--- src/rtl/time_keeper.sv ---
// time_keeper: hh:mm:ss BCD time-of-day counter with a manual set mode.
// Ports: clkMSec/resetN clock and async reset. changeSec is the async seconds level.
//        setEn/setField/setInc drive set mode. The six BCD digits give the time.
//        tick and rollover are one-cycle status pulses.
module time_keeper #(
   parameter int SYNC_STAGES = 2
) (
   input  logic       clkMSec,
   input  logic       resetN,
   input  logic       changeSec,
   input  logic       setEn,
   input  logic [1:0] setField,
   input  logic       setInc,
   output logic [3:0] secOnes,
   output logic [2:0] secTens,
   output logic [3:0] minOnes,
   output logic [2:0] minTens,
   output logic [3:0] hrOnes,
   output logic [1:0] hrTens,
   output logic       tick,
   output logic       rollover
);

   logic [SYNC_STAGES-1:0] sync_q;
   logic                   hist_q;
   logic                   inc_q;

   logic [3:0] secO_q, secO_d;
   logic [2:0] secT_q, secT_d;
   logic [3:0] minO_q, minO_d;
   logic [2:0] minT_q, minT_d;
   logic [3:0] hrO_q, hrO_d;
   logic [1:0] hrT_q, hrT_d;
   logic       tick_q, tick_d;
   logic       roll_q, roll_d;

   logic secEdge, incEdge;
   logic secWrap, minWrap, hrWrap;

   // 00..59 field increment, wrapping within the field
   function automatic logic [6:0] inc60(input logic [2:0] t,
                                        input logic [3:0] o);
      if (o == 4'd9) begin
         if (t == 3'd5) return 7'd0;
         return {t + 3'd1, 4'd0};
      end
      return {t, o + 4'd1};
   endfunction

   // 00..23 field increment, wrapping within the field
   function automatic logic [5:0] inc24(input logic [1:0] t,
                                        input logic [3:0] o);
      if (t == 2'd2 && o == 4'd3) return 6'd0;
      if (o == 4'd9) return {t + 2'd1, 4'd0};
      return {t, o + 4'd1};
   endfunction

   // Synchronizer and history flops reset high so a level already
   // high at reset release is never seen as a rising edge.
   always_ff @(posedge clkMSec or negedge resetN) begin
      if (!resetN) begin
         sync_q <= '1;
         hist_q <= 1'b1;
         inc_q  <= 1'b1;
      end else begin
         sync_q <= {sync_q[SYNC_STAGES-2:0], changeSec};
         hist_q <= sync_q[SYNC_STAGES-1];
         inc_q  <= setInc;
      end
   end

   assign secEdge = sync_q[SYNC_STAGES-1] & ~hist_q;
   assign incEdge = setInc & ~inc_q;

   assign secWrap = (secT_q == 3'd5) && (secO_q == 4'd9);
   assign minWrap = (minT_q == 3'd5) && (minO_q == 4'd9);
   assign hrWrap  = (hrT_q == 2'd2) && (hrO_q == 4'd3);

   always_comb begin
      secO_d = secO_q;
      secT_d = secT_q;
      minO_d = minO_q;
      minT_d = minT_q;
      hrO_d  = hrO_q;
      hrT_d  = hrT_q;
      tick_d = 1'b0;
      roll_d = 1'b0;
      if (setEn) begin
         // set mode swallows secEdge; only the selected field moves
         if (incEdge) begin
            unique case (setField)
               2'd0: {secT_d, secO_d} = inc60(secT_q, secO_q);
               2'd1: {minT_d, minO_d} = inc60(minT_q, minO_q);
               2'd2: {hrT_d, hrO_d}   = inc24(hrT_q, hrO_q);
               default: ;
            endcase
         end
      end else if (secEdge) begin
         tick_d = 1'b1;
         {secT_d, secO_d} = inc60(secT_q, secO_q);
         if (secWrap) begin
            {minT_d, minO_d} = inc60(minT_q, minO_q);
            if (minWrap) begin
               {hrT_d, hrO_d} = inc24(hrT_q, hrO_q);
               roll_d = hrWrap;
            end
         end
      end
   end

   always_ff @(posedge clkMSec or negedge resetN) begin
      if (!resetN) begin
         secO_q <= '0;
         secT_q <= '0;
         minO_q <= '0;
         minT_q <= '0;
         hrO_q  <= '0;
         hrT_q  <= '0;
         tick_q <= 1'b0;
         roll_q <= 1'b0;
      end else begin
         secO_q <= secO_d;
         secT_q <= secT_d;
         minO_q <= minO_d;
         minT_q <= minT_d;
         hrO_q  <= hrO_d;
         hrT_q  <= hrT_d;
         tick_q <= tick_d;
         roll_q <= roll_d;
      end
   end

   assign secOnes  = secO_q;
   assign secTens  = secT_q;
   assign minOnes  = minO_q;
   assign minTens  = minT_q;
   assign hrOnes   = hrO_q;
   assign hrTens   = hrT_q;
   assign tick     = tick_q;
   assign rollover = roll_q;

endmodule

--- config.mk ---
export PLATFORM = sky130hd
export DESIGN_NAME = time_keeper
export DESIGN_NICKNAME = d
export VERILOG_FILES = /design/src/rtl/time_keeper.sv
export SDC_FILE = /design/constraint.sdc
export NUM_CORES = 1
export LEC_CHECK = 0
export CAP_MARGIN = 20
export CORE_UTILIZATION = 49
export DETAILED_ROUTE_END_ITERATION = 8
export PLACE_DENSITY = 0.78
export SLEW_MARGIN = 20
export SYNTH_ARGS = -nofsm -noshare
export SYNTH_HDL_FRONTEND = slang
export SYNTH_SLANG_ARGS = --single-unit
--- constraint.sdc ---
create_clock -name clkMSec -period 2 [get_ports clkMSec]
set_input_delay 0.3 -clock clkMSec [delete_from_list [all_inputs] [get_ports clkMSec]]
set_output_delay 0.3 -clock clkMSec [all_outputs]
set_load 0.1 [all_outputs]
==> impl_results.md <==
* Minimum period implied by the final worst setup slack at 1740 ps
* CTS tree: done
* Met2 GRT Util at 32.9%
* Per-instance average area after synthesis at about 12 sq um
* Max Slew Vio Count at 0
* Area share of fa/ha/maj cells after synthesis at ~2.8%
* Maximum fanout count along the critical path at 6
* Leading cell type by number of instances after synthesis: dfrtp_1
* Path category of the worst min-delay check: in -> async
* Worst setup skew after layout at 2.09 ps
* Placeable core region at 2520 sq um
* Post-placement worst setup slack at around 58 ps
* Setup repair after global routing missed its margin: no
* Post-route antenna net violation count at 0
* Mux contribution to synthesized area at 8.50%
* Ys flop type: dfrtp_1
* Max Freq at around 0.58 GHz
* Number of buffers inserted during clock tree synthesis at 3
* Drt first-iter violations at 13
* Cell at the root of the clock tree: clkbuf_4
* Fill cells at 194
* Longest Clk Path Bufs at 2
* Cell area after technology mapping at roughly 1300 sq um
* Setup-failing EPs final at 0
* Starting density of the core at between 50% and 60%
* Worst path top cell family by delay: simple AND/OR/NAND/NOR gates
* Clock sinks at 26
* Number of hold violations in the final report at 0
* Layout cell share with drive strength beyond 1 at 43.5%
* Post-detail-place hpwl at 1850 microns
* Chip width at 54 microns
* FF-to-FF setup slack at 260 ps
* Worst Slack Setup Final at roughly 260 ps
* Total vias in the final route at ~1000
* Overall die height at 54 microns
* Number of antenna violations at the first check in global routing at 0
* Met3 demand-to-capacity share in global routing at 2.54%
* Delay of the slowest cell on the worst path at around 470 ps
* Power Internal at ~1.3 mW
* Cell with the biggest individual delay on the critical path: dfrtp_2
* Setup repair bufs after CTS at 0
* Depth of the worst register-to-register path at 4
* Worst IR Drop VDD at about 1.6 mV
* Port bufs at 28
* Synthesized net count at ~120
* Sequential share of the synthesized area at 49.5%
* Leakage power at slightly below 0.8 nW
* Ports placed on the boundary at 29
* Number of distinct library cells after synthesis at 35
* Sum Neg Setup Slack at 0 ps
* Grt met1 use at between 20 and 25%
* Sw power at 1.44 mW
* Post-Route WL at roughly 2500 microns
* Crit. End Element: flop
* Slew at the pin closest to its max-slew limit at 385 ps
* #FFs+latches synth at 26
* Worst-skew pair later-pin latency at between 300 and 400 ps
* Fraction of registers with async set or reset after synthesis at 100%
* Largest net degree at the start of global routing at 27
* Post-route worst hold slack at around 320 ps
* Compound-cell area share of the yosys netlist at roughly a tenth
* Most used routing layer in global routing: met2
* Largest family of logic cells by synthesized area: simple AND/OR/NAND/NOR gates
* Reg-to-Reg End: minTens[2]
* CP Cell Sequence: and4bb_1 > a31o_1 > and3b_1 > mux2_2
* Switching portion of total power at a little over half
* WL per Instance at between 10 and 15 microns
* Yosys top cell area share at just over 40%
* Hold buffers post-CTS at 0
* Number of enable-type register cells in the synthesized netlist at 0
* Worst R2R Start: secOnes[2]
* First-pass DRT Iterations at 4
* Synth top area cells: dfrtp_1 (42%), dfstp_2 (7.9%), mux2_2 (4.2%), mux2_4 (3.4%), xnor2_1 (3.3%)
* Area share of and/or/nand/nor cells after synthesis at a little under a quarter
* Crit path launch type: flop
* Worst endpoint data arrival time at between 1500 and 2000 ps
* Net count of the finished layout at approximately 160
* Status: completed
* Max cap viols at 0
* Power per cell area at around 1600 nW/um^2
* Final RePlAce weighted congestion at between 0.7 and 0.8
* Clock-pin transition on the worst setup and hold timing paths at 140 ps
* Die area at 2920 sq um
* Total inserted antenna cells at 0
* Global-route wire length before repair at around 4000 microns
* Top cells by count, synth: dfrtp_1 (22), nor2_1 (11), nand3_1 (8)
* Post-CTS sizing at 0
* Fin crit share at just under 90%
* Count of standard-cell rows at 18
* DR vias/cell at between 5 and 6
* Req. time, crit path at 2230 ps
* P&R area growth vs syn at 26.8%
* Critical path start-end classification: reg -> reg
* # DRC at 0
* Clock network fraction of design power at between 10% and 20%
* Sequential share of power at 31.6%
* Number of cells produced by synthesis at around 110
* Via count of the first global-routing pass at about 900
* Synth warn at 0
* Bufs and invs on worst path at 0
* Comb power frac at between 50% and 60%
* Residual overflow from global routing at 0
* Global Route Usage Sum at around 20%
* Leading area contributor after synthesis: dfrtp_1
* Level count of the clock H-tree at 1
* Synth Area in XOR/XNOR at 3.97%
* Worst slew margin relative to its limit at around three quarters
## power groups by stage
stage | Combinational (mW) | Clock [mW] | Sequential (mW)
6_report | 1.49 | 0.364 | 0.853
5_1_grt | 1.55 | 0.388 | 0.887
4_1_cts | 1.49 | 0.373 | 0.859
3_5_place_dp | 1.49 | 0 | 0.871
3_3_place_gp | 1.48 | 0 | 0.859
2_1_floorplan | 0.336 | 0 | 1.71
## how the worst max path moves through the flow
stage,to,cells after the start,startpoint
finish,minTens[2],4,secOnes[2]
CTS,hrOnes[1],4,minOnes[1]
detailed placement,minTens[2],5,setEn
global route,hrOnes[0],4,minOnes[1]
global placement,minTens[1],5,setEn
floorplan,hrOnes[2],5,hrOnes[1]
## cell usage in the layout, fill, tap and decap left out, types with 2 or more instances in the layout
cell type         n
nand2_1           6
clkdlybuf4s50_1   6
xnor2_1           5
dfstp_2           4
inv_1             4
nor2_1           11
nand4b_1          2
o2bb2ai_1         2
ha_1              3
nand3_1           8
buf_4            27
a31o_1            2
and3b_1           4
a22o_1            3
dfrtp_1           7
mux2_4            3
dfrtp_2          15
nor2b_1           6
mux2_2            5
clkbuf_4          3
nand2b_1          4
## logic make-up after synthesis
family | count (synthesis)
buf+inv | 6
xor+xnor | 6
mux | 9
compound gates | 14
simple gates | 48
flops | 26
fa+ha+maj | 3
## cell type report
| type | count | area [sq um] | area share, % |
|---|---|---|---|
| inverter | 4 | 15.0 | 0.894 |
| timing repair buffer | 33 | 263 | 15.6 |
| tap | 30 | 37.5 | 2.23 |
| sequential | 26 | 674 | 40.1 |
| clock inverter | 1 | 30.0 | 1.79 |
| multi-input combinational | 80 | 638 | 38.0 |
| clock buffer | 3 | 22.5 | 1.34 |
## sequential cells by signal (all words and copies together) (netlist names)
name,count
secTens,3
inc_q,1
tick,1
hrOnes,4
hrTens,2
hist_q,1
rollover,1
minTens,3
minOnes,4
sync_q,2
secOnes,4
## metrics by stage
stage	instances	total power, mW	utilization [%]	area, sq um
2_1_floorplan	112	2.05	-	1340
3_5_place_dp	173	2.36	64.5	1630
6_report	177	2.70	66.6	1680
3_3_place_gp	173	2.34	64.5	1630
5_1_grt	177	2.83	66.6	1680
4_1_cts	177	2.72	66.6	1680
## per-layer routing
layer / wire (microns) / up-vias / part of all wire (%)
li1: - / 470 / -
met1: 1120 / 477 / 45
met2: 1220 / 24 / 49
met3: 89 / 6 / 3.6
met4: 51 / 0 / 2.1
met5: 0 / - / 0
Power figures use the tool's default switching activity.
